### config.mk
export PLATFORM = sky130hd
export DESIGN_NAME = bsg_test_node_master
export DESIGN_NICKNAME = d
export VERILOG_FILES = /design/src/rtl/bsg_test_node_master.sv
export SDC_FILE = /design/constraint.sdc
export NUM_CORES = 1
export LEC_CHECK = 0
export CAP_MARGIN = 20
export CORE_MARGIN = 8
export CORE_UTILIZATION = 30
export DETAILED_ROUTE_END_ITERATION = 8
export PLACE_DENSITY_LB_ADDON = 0.1
export SYNTH_ARGS = -nofsm -noshare
export SYNTH_HDL_FRONTEND = slang
export SYNTH_SLANG_ARGS = --single-unit
export TNS_END_PERCENT = 20
### constraint.sdc
create_clock -name clk_i -period 1.7 [get_ports clk_i]
set_input_delay 0.34 -clock clk_i [delete_from_list [all_inputs] [get_ports clk_i]]
set_output_delay 0.34 -clock clk_i [all_outputs]
set_load 0.05 [all_outputs]
### src/rtl/bsg_test_node_master.sv
// -----------------------------------------------------------------------------
// bsg_test_node_master
//
// Test master for one client on a packet ring. A test runs in this order:
//   1. Stream num_tx_p stimulus words from the host to the client. Each word is
//      wrapped into a ring packet {zeros, client_id_p[3:0], stim_data}. There
//      is no register on this path.
//   2. Consume num_rx_p responses from the client. Each response is taken
//      together with one host expected word, and the two are compared. The
//      comparison covers the payload and the 4-bit client ID field.
//   3. Stop in DONE and report status until the next reset.
// If the gap between two responses reaches timeout_p enabled cycles, the test
// ends early with timeout_o set.
//
// Ports
//   clk_i, reset_n_i             : clock; async active-low reset. The reset
//                                  asserts at once and releases in step
//                                  with clk_i.
//   en_i                         : global enable. When low, all state is held
//                                  and every handshake output is low.
//   stim_v_i/stim_data_i/stim_ready_o : host stimulus stream (valid-ready)
//   exp_v_i/exp_data_i/exp_ready_o    : host expected-response stream
//   v_o/data_o/ready_i           : packets to the client (valid-ready)
//   v_i/data_i/yumi_o            : packets from the client (valid-yumi)
//   done_o/pass_o/timeout_o      : test status
//   error_count_o                : count of mismatched responses,
//                                  saturating at 16'hFFFF
// -----------------------------------------------------------------------------
module bsg_test_node_master #(
    parameter int ring_width_p = 80,
    parameter int client_id_p  = 0,
    parameter int num_tx_p     = 64,
    parameter int num_rx_p     = 64,
    parameter int timeout_p    = 4096
) (
    input  logic                    clk_i,
    input  logic                    reset_n_i,
    input  logic                    en_i,

    input  logic                    stim_v_i,
    input  logic [74:0]             stim_data_i,
    output logic                    stim_ready_o,

    input  logic                    exp_v_i,
    input  logic [74:0]             exp_data_i,
    output logic                    exp_ready_o,

    output logic                    v_o,
    output logic [ring_width_p-1:0] data_o,
    input  logic                    ready_i,

    input  logic                    v_i,
    input  logic [ring_width_p-1:0] data_i,
    output logic                    yumi_o,

    output logic                    done_o,
    output logic                    pass_o,
    output logic                    timeout_o,
    output logic [15:0]             error_count_o
);

    localparam logic [3:0] client_id_lp = 4'(client_id_p);
    localparam int         tx_w_lp      = $clog2(num_tx_p + 1);
    localparam int         rx_w_lp      = $clog2(num_rx_p + 1);
    localparam int         tmo_w_lp     = $clog2(timeout_p + 1);

    typedef enum logic [1:0] {
        IDLE = 2'd0,
        SEND = 2'd1,
        RECV = 2'd2,
        DONE = 2'd3
    } state_e;

    // -------------------------------------------------------------------------
    // Reset synchronizer. The reset asserts asynchronously, so the outputs drop
    // with no clock edge. It releases only after two clk_i edges, so the FSM
    // never leaves reset in the middle of a clock period.
    // -------------------------------------------------------------------------
    logic [1:0] rst_sync_q;
    logic [1:0] rst_sync_d;
    logic       rst_n;

    always_comb begin
        rst_sync_d = {rst_sync_q[0], 1'b1};
    end

    // NOTE: flops assign only with <= so every flop samples pre-edge values;
    // combinational blocks use = so later lines see the freshly computed value.
    always_ff @(posedge clk_i or negedge reset_n_i) begin
        if (!reset_n_i) rst_sync_q <= '0;
        else            rst_sync_q <= rst_sync_d;
    end

    assign rst_n = rst_sync_q[1];

    // -------------------------------------------------------------------------
    // State
    // -------------------------------------------------------------------------
    state_e              state_q,    state_d;
    logic [tx_w_lp-1:0]  tx_count_q, tx_count_d;
    logic [rx_w_lp-1:0]  rx_count_q, rx_count_d;
    logic [tmo_w_lp-1:0] timer_q,    timer_d;
    logic [15:0]         err_q,      err_d;
    logic                timeout_q,  timeout_d;

    // NOTE: every flop here is a plain control register (no memories), so all
    // of them are cleared by reset; that is what guarantees an aborted test
    // leaves no partial status behind.
    always_ff @(posedge clk_i or negedge rst_n) begin
        if (!rst_n) begin
            state_q    <= IDLE;
            tx_count_q <= '0;
            rx_count_q <= '0;
            timer_q    <= '0;
            err_q      <= '0;
            timeout_q  <= 1'b0;
        end else begin
            state_q    <= state_d;
            tx_count_q <= tx_count_d;
            rx_count_q <= rx_count_d;
            timer_q    <= timer_d;
            err_q      <= err_d;
            timeout_q  <= timeout_d;
        end
    end

    // -------------------------------------------------------------------------
    // Packet formatting. Bits above the ID field are always zero. The word is
    // passed through in every state; only v_o says whether it is meaningful.
    // -------------------------------------------------------------------------
    always_comb begin
        data_o       = '0;
        data_o[78:0] = {client_id_lp, stim_data_i};
    end

    // Bits of data_i above the ID field carry nothing for this master.
    if (ring_width_p > 79) begin : g_unused_hi
        logic unused_data_hi;
        assign unused_data_hi = ^data_i[ring_width_p-1:79];
    end

    // -------------------------------------------------------------------------
    // Next-state and handshake logic
    // -------------------------------------------------------------------------
    logic stim_fire;
    logic resp_fire;
    logic mismatch;

    always_comb begin
        // NOTE: every output of this block gets a default before the case, so
        // no path leaves a signal unassigned and no latch is inferred.
        state_d      = state_q;
        tx_count_d   = tx_count_q;
        rx_count_d   = rx_count_q;
        timer_d      = timer_q;
        err_d        = err_q;
        timeout_d    = timeout_q;
        v_o          = 1'b0;
        stim_ready_o = 1'b0;
        yumi_o       = 1'b0;
        exp_ready_o  = 1'b0;
        stim_fire    = 1'b0;
        resp_fire    = 1'b0;
        mismatch     = (data_i[74:0] != exp_data_i)
                     | (data_i[78:75] != client_id_lp);

        unique case (state_q)
            IDLE: begin
                if (en_i) state_d = SEND;
            end

            SEND: begin
                v_o          = en_i & stim_v_i;
                stim_ready_o = en_i & ready_i;
                stim_fire    = en_i & stim_v_i & ready_i;
                if (stim_fire) begin
                    tx_count_d = tx_count_q + 1'b1;
                    if (tx_count_q == tx_w_lp'(num_tx_p - 1)) begin
                        state_d = RECV;
                        timer_d = '0;
                    end
                end
            end

            RECV: begin
                // A response and its expected word must leave together, so
                // both ready signals share the same qualifier.
                resp_fire   = en_i & v_i & exp_v_i;
                yumi_o      = resp_fire;
                exp_ready_o = resp_fire;
                if (resp_fire) begin
                    rx_count_d = rx_count_q + 1'b1;
                    timer_d    = '0;
                    if (mismatch && (err_q != 16'hFFFF)) begin
                        err_d = err_q + 16'd1;
                    end
                    if (rx_count_q == rx_w_lp'(num_rx_p - 1)) begin
                        state_d = DONE;
                    end
                end else if (en_i) begin
                    timer_d = timer_q + 1'b1;
                    if (timer_q == tmo_w_lp'(timeout_p - 1)) begin
                        timeout_d = 1'b1;
                        state_d   = DONE;
                    end
                end
            end

            DONE: begin
                // Terminal until reset; all handshakes stay low.
            end

            default: state_d = IDLE;
        endcase
    end

    // -------------------------------------------------------------------------
    // Status outputs
    // -------------------------------------------------------------------------
    assign done_o        = (state_q == DONE);
    assign pass_o        = done_o & (err_q == 16'd0) & ~timeout_q;
    assign timeout_o     = timeout_q;
    assign error_count_o = err_q;

endmodule

# Yosys cells after proc, flatten, opt, wreduce, memory -nomap -nowiden
# Index checks and enable logic that the tools add are counted.
op_classes:
  bitwise_logic: 10
  n_reduce_logical: 12
  n_addsub: 4
  eq_ne: 14
  mux: 16
op_table:
  columns: ["cell", "count"]
  rows:
  - ["75-bit inequality test", 1]
  - ["13-bit two-way mux", 4]
  - ["13-bit one-hot mux with 2 select lines", 1]
  - ["16-bit by 1-bit adder with 16-bit output (second input constant)", 1]
  - ["16-bit logical NOT", 1]
  - ["16-bit inequality test (second input constant)", 1]
  - ["7-bit by 1-bit adder with 7-bit output (second input constant)", 2]
  - ["7-bit by 6-bit equality test with 1-bit output (second input constant)", 2]
  - ["2-bit two-way mux", 7]
  - ["13-bit by 1-bit adder with 13-bit output (second input constant)", 1]
  - ["13-bit by 12-bit equality test with 1-bit output (second input constant)", 1]
  - ["3-bit inequality test (second input constant)", 3]
  - ["4-bit AND reduction", 2]
  - ["1-bit AND", 7]
  - ["7-bit AND reduction", 1]
  - ["2-bit inequality test (second input constant)", 3]
  - ["2-bit one-hot mux with 3 select lines", 1]
  - ["2-bit equality test (second input constant)", 2]
  - ["2-bit AND reduction", 2]
  - ["4-bit nonzero test", 1]
  - ["1-bit two-way mux", 3]
  - ["3-bit AND reduction", 1]
  - ["3-bit nonzero test", 1]
  - ["2-bit by 1-bit equality test with 1-bit output (second input constant)", 1]
  - ["other kinds (5)", 6]
totals:
  out_inout_bits: 103
  in_bits: 237
  ff_bits: 48
  word_cells: 63

# Depth between registers and ports, before layout
# Gate-level depths: netlist of the first run.
depth:
  word_depth: 5
  mapped_depth: 8
  mapped_depth_nobuf: 8

# Worst setup path before layout of the first run
# No wires, ideal clock.
synth_timing:
  path_kind: "reg2out"
  start: "register err_q[5] (netlist: error_count_o[5])"
  end: "output pass_o"
  slack_ns: -0.775
  t_arrival_ns: 2.135
  required_time_ns: 1.360
  path_buffers: 0
  stages_incl_launch_ff: 4
  cell_sequence: "dfrtp_1 nor4_1 nand4_1 nor3_1"
synth_between:
  elab_chain_cells: 3
synth_rtl:
  columns: ["item", "line_no", "text"]
  rows:
  - ["start, declared", "103", "logic [15:0] err_q, err_d;"]
  - ["start signal, assigned", "122", "err_q <= err_d;"]
  - ["16-bit logical NOT", "221", "assign pass_o = done_o & (err_q == 16'd0) & ~timeout_q;"]
  - ["1-bit AND (2 in a row)", "221", null]
  - ["end, declared", "57", "output logic pass_o,"]
# No other way between the ends.

# Final worst setup path of the first run
# Ends and elaborated chain as after synthesis.

==> out/qor.yml, run 1 <==
clock_network:
  path_clk_slew_ps: 70
  clock-root-buffer: "clkbuf_16"
  clk_latency_ps: 290
  clk_path_buf_depth: 2
  cts.sinks: 48
  cts_tree: "built"
  htree_num_levels: 2
  cts_buffers: 5
critical_path:
  cpMaxStageDelayCell: "dfrtp_2"
  startpoint: "error_count_o[5]"
  start_kind: "flip-flop"
  worstSetupPathType: "reg -> out"
  r2r_setup_slack_ps: -180
  rr_endpoint: "error_count_o[1]"
  cp.arrival_ps: 1610
  cp.required_ps: 1360
  cp_max_fo: 2
  reg2reg_depth: 8
  rr_startpoint: "error_count_o[5]"
  end_kind: "primary output"
  crit_end: "pass_o"
  crit_chain: "nor4_4 > nand4_1 > nor3_4 > buf_12"
  worst_path_largest_cell_delay_ps: 430
final_layout:
  area_growth_pct: 66.21
  nFillCells: 1273
  final_layout_size_suffix_gt1_share_pct: 29.97
  seqCellArea_mm2: 0.001219
  multi_input_area_mm2: 0.002420
  layout.nets: 861
  layout_common_cells: "dlygate4sd2_1 (145), xnor2_1 (96), buf_4 (77)"
  layout_commonest_cell: "dlygate4sd2_1"
  fin_util_pct: 50.33
power:
  p_switching_mw: 0.7662
  power.density_mw_per_mm2: 451.0
  p_leak_nw: 2.995
  intPower_mw: 2.204
  vdd_drop_max_mv: 0.4243
  power_frac_seq_pct: 42.3
  clkPwrFrac_pct: 32.7
  p_comb_share_pct: 25.0
  sw_frac_of_total_pct: 25.79
floorplanning:
  rows: 42
  fp.dieW_um: 130.9
  initial_utilization_pct: 30.28
  die-area_mm2: 0.01714
  die_h_um: 130.9
  ios: 340
  core_area_mm2: 0.01309
detailed_routing:
  wire_per_inst_um: 16.54
  drt-total-wl_um: 13090
  via_per_inst: 4.604
  vias: 3642
  drtIter0Drc: 127
  ant_nets: 0
  drc: 0
  first_pass_iters: 4
run:
  cap_violations: 0
yosys:
  synth_compound_area_share_pct: 9.315
  synth-simple-area-share_pct: 15.91
  syn_avg_cell_area_um2: 9.390
  synth-xor-area-share_pct: 22.77
  ys_warn_count: 0
  synthMuxAreaShare_pct: 1.105
  synthCells: 422
  synth-edff-count: 0
  synth_top_family_by_area: "XOR/XNOR gates"
  yosys_most_used_dff: "dfrtp_1"
  synthesis.area_mm2: 0.003963
  synth.distinct_cells: 44
  ys_ff_latch: 48
  synth-adder-area-share_pct: 3.473
  synth_seq_area_share_pct: 30.31
  synthArstFlopShare_pct: 100.0
run_status:
  status: "complete, but fails checks"
  violations: "negative setup slack"
grt:
  grt_pass1_vias: 4045
  grt_usage_pct: 15.25
  overflow: 0
  grt_pass1_wl_um: 20640
  grt_antenna_before_repair: 1
  grt_start_max_net_pins: 21
timing:
  drv_slew: 0
  finalHoldViolations: 0
  rsz0062_at_grt: "yes"
  fin_setup_tns_ps: -2415
  finalWorstSetupSlack_ps: -245.3
  setup_viol: 23
  layout_min_cycle_time_ps: 1945
  holdWs_ps: 209.5
  fin_crit_sh_pct: 114.4
  fin_worst_skew_ps: 7.647
  fmax_ghz: 0.5141
placement:
  gp_congestion: 0.7981
  hpwl_um: 10830
  pre_cts_slack_ps: -665.5
  io_buffers: 183
hold_path:
  hp-class: "in -> async"
## synthesized netlist by cell type (all sizes together), types with 3 or more instances
| cell type | number | area share (%) |
|---|---|---|
| o31ai | 3 | 0.57 |
| nor2b | 3 | 0.47 |
| ha | 11 | 3.5 |
| clkbuf | 3 | 0.28 |
| nand2 | 19 | 1.8 |
| nor4 | 10 | 2.1 |
| o211ai | 8 | 2.1 |
| buf | 84 | 16 |
| mux2 | 3 | 0.85 |
| inv | 7 | 0.66 |
| xnor2 | 98 | 22 |
| nor2 | 19 | 1.8 |
| o2111ai | 6 | 1.6 |
| xor2 | 5 | 1.1 |
| o21ai | 21 | 2.7 |
| nor3 | 5 | 0.63 |
| nand4 | 31 | 5.1 |
| dfrtp | 48 | 30 |
| nand3 | 14 | 1.8 |
| and3 | 7 | 1.2 |
## critical path: cells and delay by family (launching register included)
kind,cells,cell delay [ps]
simple gates,3,720
buf+inv,1,170
flops,1,430
## layer usage
layer	part of all wire (%)	track usage [%]	up-vias
met2	55	28.92	134
met5	0	0	-
met3	7.0	4.627	51
li1	-	-	1756
met1	36	15.88	1701
met4	2.0	4.119	0
## through the flow
stage / power, mW / cells / area (um2)
after global placement: 2.088 / 768 / 6118
final: 2.971 / 791 / 6586
after floorplan: 2.047 / 426 / 4025
after detailed placement: 2.105 / 768 / 6118
after global routing: 3.127 / 791 / 6586
after CTS: 3.011 / 787 / 6435
## cells by family (layout without fill, tap and decap cells)
| kind of cell | Yosys count | count (layout) |
|---|---|---|
| AND/OR/NAND/NOR | 113 | 113 |
| XOR/XNOR | 103 | 103 |
| buffers and inverters | 95 | 283 |
| flip-flops | 48 | 48 |
| AO/OA/AOI/OAI | 46 | 46 |
| adder cells (fa/ha/maj) | 11 | 11 |
| multiplexers | 4 | 4 |
| other | 2 | 7 |
## sequential cells by signal, summed over array words and instances (netlist names)
signal	cells
tx_count_q	7
rx_count_q	7
rst_sync_q	2
timeout_o	1
timer_q	13
state_q	2
error_count_o	16
## worst min-delay path by stage
stage	slack, ps	cells past startpoint	end
after floorplan	40	0	rst_sync_q[0]
after global placement	240	0	timer_q[11]
after detailed placement	240	0	timer_q[11]
after CTS	200	1	rst_sync_q[0]
after global routing	200	1	rst_sync_q[1]
final	210	1	rst_sync_q[0]
## power groups by stage
stage / Clock, mW / Combinational (mW) / Sequential, mW
3_5_place_dp: 0 / 0.839 / 1.27
3_3_place_gp: 0 / 0.822 / 1.27
5_1_grt: 1.05 / 0.809 / 1.27
2_1_floorplan: 0 / 0.770 / 1.28
4_1_cts: 1.01 / 0.746 / 1.26
6_report: 0.972 / 0.741 / 1.26
## layout make-up
cell class | instances | share of cell area, %
Sequential cell | 48 | 18.50
Antenna cell | 1 | 0.03799
Timing Repair Buffer | 267 | 38.68
Inverter | 8 | 0.5129
Tap cell | 176 | 3.343
Multi-Input combinational cell | 283 | 36.74
Clock inverter | 3 | 0.2850
Clock buffer | 5 | 1.900
## what timing repair did
| item | in CTS | in global routing |
|---|---|---|
| cloned | 2 | 0 |
| buffers inserted | 10 | 3 |
| hold buffers | 0 | 0 |
| resized for setup | 206 | 34 |
| endpoints found under the setup margin | 37 | 40 |
| pin swaps | 119 | 40 |
Power figures use the tool's default switching activity.
==> inputs of run 2 (changes only) <==
--- a/config.mk
+++ b/config.mk
@@ -6,9 +6,9 @@
 export NUM_CORES = 1
 export LEC_CHECK = 0
 export CAP_MARGIN = 20
-export CORE_MARGIN = 8
-export CORE_UTILIZATION = 30
+export CORE_AREA = 2 2 133 135
 export DETAILED_ROUTE_END_ITERATION = 8
+export DIE_AREA = 0 0 135 137
 export PLACE_DENSITY_LB_ADDON = 0.1
 export SYNTH_ARGS = -nofsm -noshare
 export SYNTH_HDL_FRONTEND = slang
==> constraint.sdc (replaced) <==
create_clock -name clk_i -period 1.7 [get_ports clk_i]
set_input_delay 0.34 -clock clk_i [delete_from_list [all_inputs] [get_ports clk_i]]
set_output_delay 0.34 -clock clk_i [all_outputs]
set_load 0.1 [all_outputs]
==> run 2 against run 1 <==
  * The flow still finishes with violations (negative setup slack)
  * Clock power up 21%
  * Setup slack worse by 140 ps
  * Routed wire length down 5.2%
  * Count of clock-buffer cells in the layout up 1
  * Sequential share of layout area down 0.45 points
  * Non-clock buffer count up 13
  * Die area up 7.9%
  * Critical endpoint unchanged
==> out/qor.yml, run 2 (synthesized netlist as in run 1, its figures left out) <==
critical_path:
  cp.required_ps: 1360  # about the same
  worst_path_largest_cell_delay_ps: 500  # +70 ps
  crit_family: "simple AND/OR/NAND/NOR gates"
  reg2reg_depth: 8  # unchanged
  r2r_setup_slack_ps: -130  # +50 ps
  rr_startpoint: "error_count_o[12]"
  worstSetupPathType: "reg -> out"
  start_kind: "flip-flop"
  cp_max_fo: 2  # unchanged
  worst-path-buf-inv: 1  # unchanged
  cp.arrival_ps: 1750  # +140 ps
  cpMaxStageDelayCell: "dfrtp_4"
  rr_endpoint: "error_count_o[14]"
  crit_chain: "nor4_4 > nand4_1 > nor3_4 > buf_12"
  end_kind: "primary output"
run:
  cap_violations: 0  # unchanged
final_layout:
  final_layout_size_suffix_gt1_share_pct: 35.41  # +5.4 points
  antennaDiodeCount: 0  # -1
  area_growth_pct: 75.56
  final_area_mm2: 0.006957  # +5.6%
  fin_util_pct: 40.79  # -9.5 points
  largest_reg_flops: 16  # unchanged
  nFillCells: 1754  # +38%
  layout_commonest_cell: "xnor2_1"
  seqCellArea_mm2: 0.001256  # +3.1%
  multi_input_area_mm2: 0.002485  # +2.7%
  layout.nets: 874  # +1.5%
  layout_common_cells: "xnor2_1 (93), dlygate4sd2_1 (86), buf_4 (83)"
grt:
  grt.met3_usage_pct: 3.000  # -1.6 points
  overflow: 0  # unchanged
  grt_util_met2_pct: 26.11  # -2.8 points
  grt_pass1_vias: 3890  # -3.8%
  grt_antenna_before_repair: 0  # -1
  grt_pass1_wl_um: 19970  # -3.2%
  grt_start_max_net_pins: 36  # +71%
  grt.busiest_layer: "met2"
  use_met1_pct: 15.36  # -0.52 points
  grt_usage_pct: 13.66  # -1.6 points
floorplanning:
  ios: 340  # unchanged
  core_area_mm2: 0.01706  # +30%
  rows: 48  # +14%
  die_h_um: 137  # +4.6%
  initial_utilization_pct: 23.23  # -7.1 points
  fp.dieW_um: 135  # +3.1%
  die-area_mm2: 0.01850  # +7.9%
power:
  p_switching_mw: 0.8124  # +6.0%
  p_comb_share_pct: 25.0  # about the same
  vdd_drop_max_mv: 0.3418  # -19%
  intPower_mw: 2.414  # +9.5%
  power_frac_seq_pct: 38.5  # -3.8 points
  power.density_mw_per_mm2: 463.8  # +2.8%
  clkPwrFrac_pct: 36.6  # +3.9 points
  p_leak_nw: 3.071  # +2.6%
  sw_frac_of_total_pct: 25.18  # -0.62 points
timing:
  layout_min_cycle_time_ps: 2090  # +144.5 ps
  finalHoldViolations: 0  # unchanged
  drv_slew: 0  # unchanged
  setup_viol: 23  # unchanged
  rsz0062_at_grt: "yes"
  fmax_ghz: 0.4785  # -6.9%
  fin_crit_sh_pct: 122.9  # +8.5 points
  finalWorstSetupSlack_ps: -389.8  # -144.5 ps
  fin_worst_skew_ps: 8.494  # +0.8470 ps
clock_network:
  cts_tree: "built"
  cts.sinks: 48  # unchanged
  clk_path_buf_depth: 2  # unchanged
  clock-root-buffer: "clkbuf_16"
  clk_latency_ps: 290  # about the same
  cts_buffers: 5  # unchanged
  path_clk_slew_ps: 70  # about the same
  htree_num_levels: 2  # unchanged
detailed_routing:
  ant_nets: 0  # unchanged
  via_per_inst: 4.255  # -7.6%
  wire_per_inst_um: 14.57  # -12%
  drt-total-wl_um: 12410  # -5.2%
  drc: 0  # unchanged
  drtIter0Drc: 168  # +32%
  vias: 3625  # -0.47%
  first_pass_iters: 4  # unchanged
placement:
  hpwl_um: 10310  # -4.8%
  io_buffers: 183  # unchanged
  placed_area_mm2: 0.006409  # +4.7%
  gp_congestion: 0.7842  # -1.7%
run_status:
  violations: "negative setup slack"
  status: "complete, but fails checks"
hold_path:
  hp-class: "reg -> async"
[run 2: cell count changes in the layout (fill, tap and decap cells not counted), moves of 4 or more]
cell	previous run	this run
dfrtp_2	14	5
buf_4	77	83
buf_12	19	26
clkbuf_2	0	15
dfrtp_4	0	13
dlymetal6s2s_1	5	0
clkdlybuf4s15_1	5	50
dfrtp_1	34	30
dlygate4sd2_1	145	86
[run 2: timing repair]
| item | 4_1_cts | 5_1_grt |
|---|---|---|
| endpoints found under the setup margin | 37 | 40 |
| gates resized for setup | 255 | 71 |
| endpoints found under the hold margin | 0 | 0 |
| hold buffers | 0 | 0 |
| pin swaps | 131 | 40 |
| cloned | 2 | 0 |
| setup buffers | 10 | 7 |
[run 2: how the worst max path moves through the flow]
stage | slack, ps | depth (start not counted) | start | endpoint
2_1_floorplan | -490 | 3 | error_count_o[13] | pass_o
3_3_place_gp | -740 | 8 | data_i[18] | error_count_o[1]
3_5_place_dp | -770 | 8 | data_i[76] | error_count_o[8]
4_1_cts | -460 | 4 | error_count_o[12] | pass_o
5_1_grt | -510 | 4 | error_count_o[3] | pass_o
6_report | -390 | 4 | error_count_o[2] | pass_o
[run 2: per-stage QoR]
stage,setup TNS [ps],power (mW),hold WS (ps),instances,setup WS (ps)
after floorplan,-7903,2.440,44.41,426,-487.8
after global placement,-17300,2.153,193.6,829,-741.0
after detailed placement,-18560,2.167,196.1,829,-772.2
after CTS,-2600,3.271,195.8,848,-458.5
after global routing,-5292,3.401,205.4,852,-505.9
final,-1914,3.227,171.2,852,-389.8
[run 2: layer usage]
layer	vias up	routed length [um]
met5	-	0
met4	0	176
met3	21	850
met2	149	6838
met1	1671	4545
li1	1784	-
[run 2: cell type report]
| class | count | area share, % |
|---|---|---|
| clock inverters | 2 | 0.5576 |
| repair buffers | 280 | 39.14 |
| multi-input cells | 283 | 35.72 |
| clock buffers | 6 | 1.996 |
| flip-flops and latches | 48 | 18.06 |
| well taps | 225 | 4.047 |
| inverters | 8 | 0.4856 |
[run 2: power by group through the flow]
stage	sequential (mW)	clock, mW	combinational, mW
floorplan	1.28	0	1.16
global placement	1.26	0	0.892
detailed placement	1.26	0	0.902
CTS	1.24	1.22	0.808
global route	1.25	1.28	0.876
finish	1.24	1.18	0.806
==> inputs of run 3 (changes only) <==
==> constraint.sdc (replaced) <==
create_clock -name clk_i -period 1.7 [get_ports clk_i]
set_input_delay 0.34 -clock clk_i [delete_from_list [all_inputs] [get_ports clk_i]]
set_output_delay 0.34 -clock clk_i [all_outputs]
set_load 0.01 [all_outputs]
==> run 3 against run 2 <==
  * The flow still finishes with violations (negative setup slack)
  * Combinational power decreased by 7.4%
  * Sequential cell count unchanged
  * Via count increased by 1.3%
  * Worst hold slack improved by 26 ps
  * Maximum frequency increased by 11%
  * Largest cell class unchanged
==> out/qor.yml, run 3 (synthesized netlist as in run 1, its figures left out) <==
clock_network:
  clk_latency_ps: 280  # about the same
  cts_buffers: 5  # unchanged
  htree_num_levels: 2  # unchanged
  cts.sinks: 48  # unchanged
  clock-root-buffer: "clkbuf_16"
  cts_tree: "built"
  clk_path_buf_depth: 2  # unchanged
  path_clk_slew_ps: 60  # about the same
detailed_routing:
  drc: 0  # unchanged
  drtIter0Drc: 64  # -62%
  wire_per_inst_um: 15.52  # +6.5%
  first_pass_iters: 4  # unchanged
  via_per_inst: 4.330  # +1.8%
  vias: 3672  # +1.3%
  ant_nets: 0  # unchanged
  drt-total-wl_um: 13160  # +6.0%
power:
  power.density_mw_per_mm2: 458.2  # -1.2%
  vdd_drop_max_mv: 0.4129  # +21%
  p_leak_nw: 3.100  # +0.94%
  p_total_mw: 2.991  # -7.3%
timing:
  layout_min_cycle_time_ps: 1877  # -212.8 ps
  holdWs_ps: 197.6  # +26.36 ps
  finalWorstSetupSlack_ps: -176.9  # +212.8 ps
  fmax_ghz: 0.5328  # +11%
  finalHoldViolations: 0  # unchanged
  fin_worst_skew_ps: 6.463  # -2.032 ps
  drv_slew: 0  # unchanged
  setup_viol: 27  # +17%
  fin_crit_sh_pct: 110.4  # -13 points
  rsz0062_at_grt: "yes"
grt:
  overflow: 0  # unchanged
  grt_usage_pct: 14.06  # +0.40 points
  grt_pass1_wl_um: 20380  # +2.1%
  grt_start_max_net_pins: 32  # -11%
  grt_pass1_vias: 3932  # +1.1%
  grt_antenna_before_repair: 0  # unchanged
floorplanning:
  die-area_mm2: 0.01850  # unchanged
  core_area_mm2: 0.01706  # unchanged
  initial_utilization_pct: 23.23  # unchanged
  fp.dieW_um: 135  # unchanged
  die_h_um: 137  # unchanged
  ios: 340  # unchanged
  rows: 48  # unchanged
hold_path:
  hp-class: "reg -> async"
critical_path:
  r2r_setup_slack_ps: -180  # -50 ps
  crit_end: "state_q[1]"
  reg2reg_depth: 7  # -1
  cp.arrival_ps: 2040  # +290 ps
  cp.required_ps: 1860  # +500 ps
  cp_max_fo: 3  # +1
  start_kind: "flip-flop"
  rr_startpoint: "timer_q[1]"
  end_kind: "flip-flop"
  cpMaxStageDelayCell: "dfrtp_1"
  startpoint: "timer_q[1]"
  rr_endpoint: "state_q[1]"
  crit_chain: "ha_2 > nand2_2 > nor4_4 > nand3_2 > nor2_4 > o211ai_1 > mux2_4"
  worst_path_largest_cell_delay_ps: 370  # -130 ps
  worstSetupPathType: "reg -> reg"
final_layout:
  layout.nets: 870  # -0.46%
  seqCellArea_mm2: 0.001202  # -4.3%
  layout_commonest_cell: "dlygate4sd2_1"
  final_layout_size_suffix_gt1_share_pct: 26.81  # -8.6 points
  largest_reg_flops: 16  # unchanged
  multi_input_area_mm2: 0.002404  # -3.3%
  antennaDiodeCount: 0  # unchanged
  final_area_mm2: 0.006528  # -6.2%
  area_growth_pct: 64.73
  fin_util_pct: 38.27  # -2.5 points
  layout_common_cells: "dlygate4sd2_1 (115), xnor2_1 (95), buf_4 (76)"
  nFillCells: 1804  # +2.9%
placement:
  io_buffers: 183  # unchanged
  placed_area_mm2: 0.006047  # -5.6%
  gp_congestion: 0.8062  # +2.8%
  hpwl_um: 10910  # +5.9%
run:
  cap_violations: 0  # unchanged
run_status:
  violations: "negative setup slack"
  status: "complete, but fails checks"
==> run 3: layer usage <==
| metal | share of wire, % | wire length, um | global-route usage (%) |
|---|---|---|---|
| met5 | 0 | 0 | 1.111 |
| met4 | 1.8 | 235 | 4.051 |
| met3 | 8.8 | 1153 | 4.778 |
| met2 | 52 | 6858 | 25.63 |
| met1 | 37 | 4912 | 15.43 |
==> run 3: worst min path at each step <==
stage / endpoint / slack, ps / depth (start not counted)
6_report: timer_q[10] / 200 / 0
5_1_grt: rst_sync_q[0] / 200 / 1
4_1_cts: rst_sync_q[0] / 210 / 1
3_5_place_dp: timer_q[12] / 210 / 0
3_3_place_gp: timer_q[11] / 210 / 0
2_1_floorplan: rst_sync_q[0] / 40 / 0
==> run 3: stage by stage <==
stage	instances	TNS, ps	setup slack [ps]
after floorplan	426	-2459	-188.4
after global placement	823	-19140	-690.2
after detailed placement	823	-20150	-795.3
after CTS	842	-1999	-214.2
after global routing	848	-5555	-295.2
final	848	-2031	-176.9
==> run 3: repair_timing <==
item / CTS / global route
gates resized for setup: 307 / 31
gates cloned: 1 / 0
setup endpoints to repair: 50 / 48
setup buffers: 12 / 6
pin swaps: 132 / 12
hold buffers: 0 / 0
==> run 3: final cells by class <==
type / instances / share of cell area [%]
timing repair buffer: 276 / 37.65
multi-input combinational: 283 / 36.82
sequential: 48 / 18.42
tap: 225 / 4.313
clock buffer: 7 / 2.185
inverter: 8 / 0.4984
clock inverter: 1 / 0.1150
==> run 3: worst max-delay path, delay by kind of cell, from the launching register on <==
family,cells,cell delay (ps)
AND/OR/NAND/NOR,4,720
flip-flops,1,370
multiplexers,1,330
adder cells (fa/ha/maj),1,200
AO/OA/AOI/OAI,1,140
==> run 3: report_power, final <==
| part | internal (mW) | switching (mW) |
|---|---|---|
| Clock | 0.587 | 0.419 |
| Combinational | 0.478 | 0.268 |
| Sequential | 1.20 | 0.0399 |
| Total | 2.26 | 0.727 |
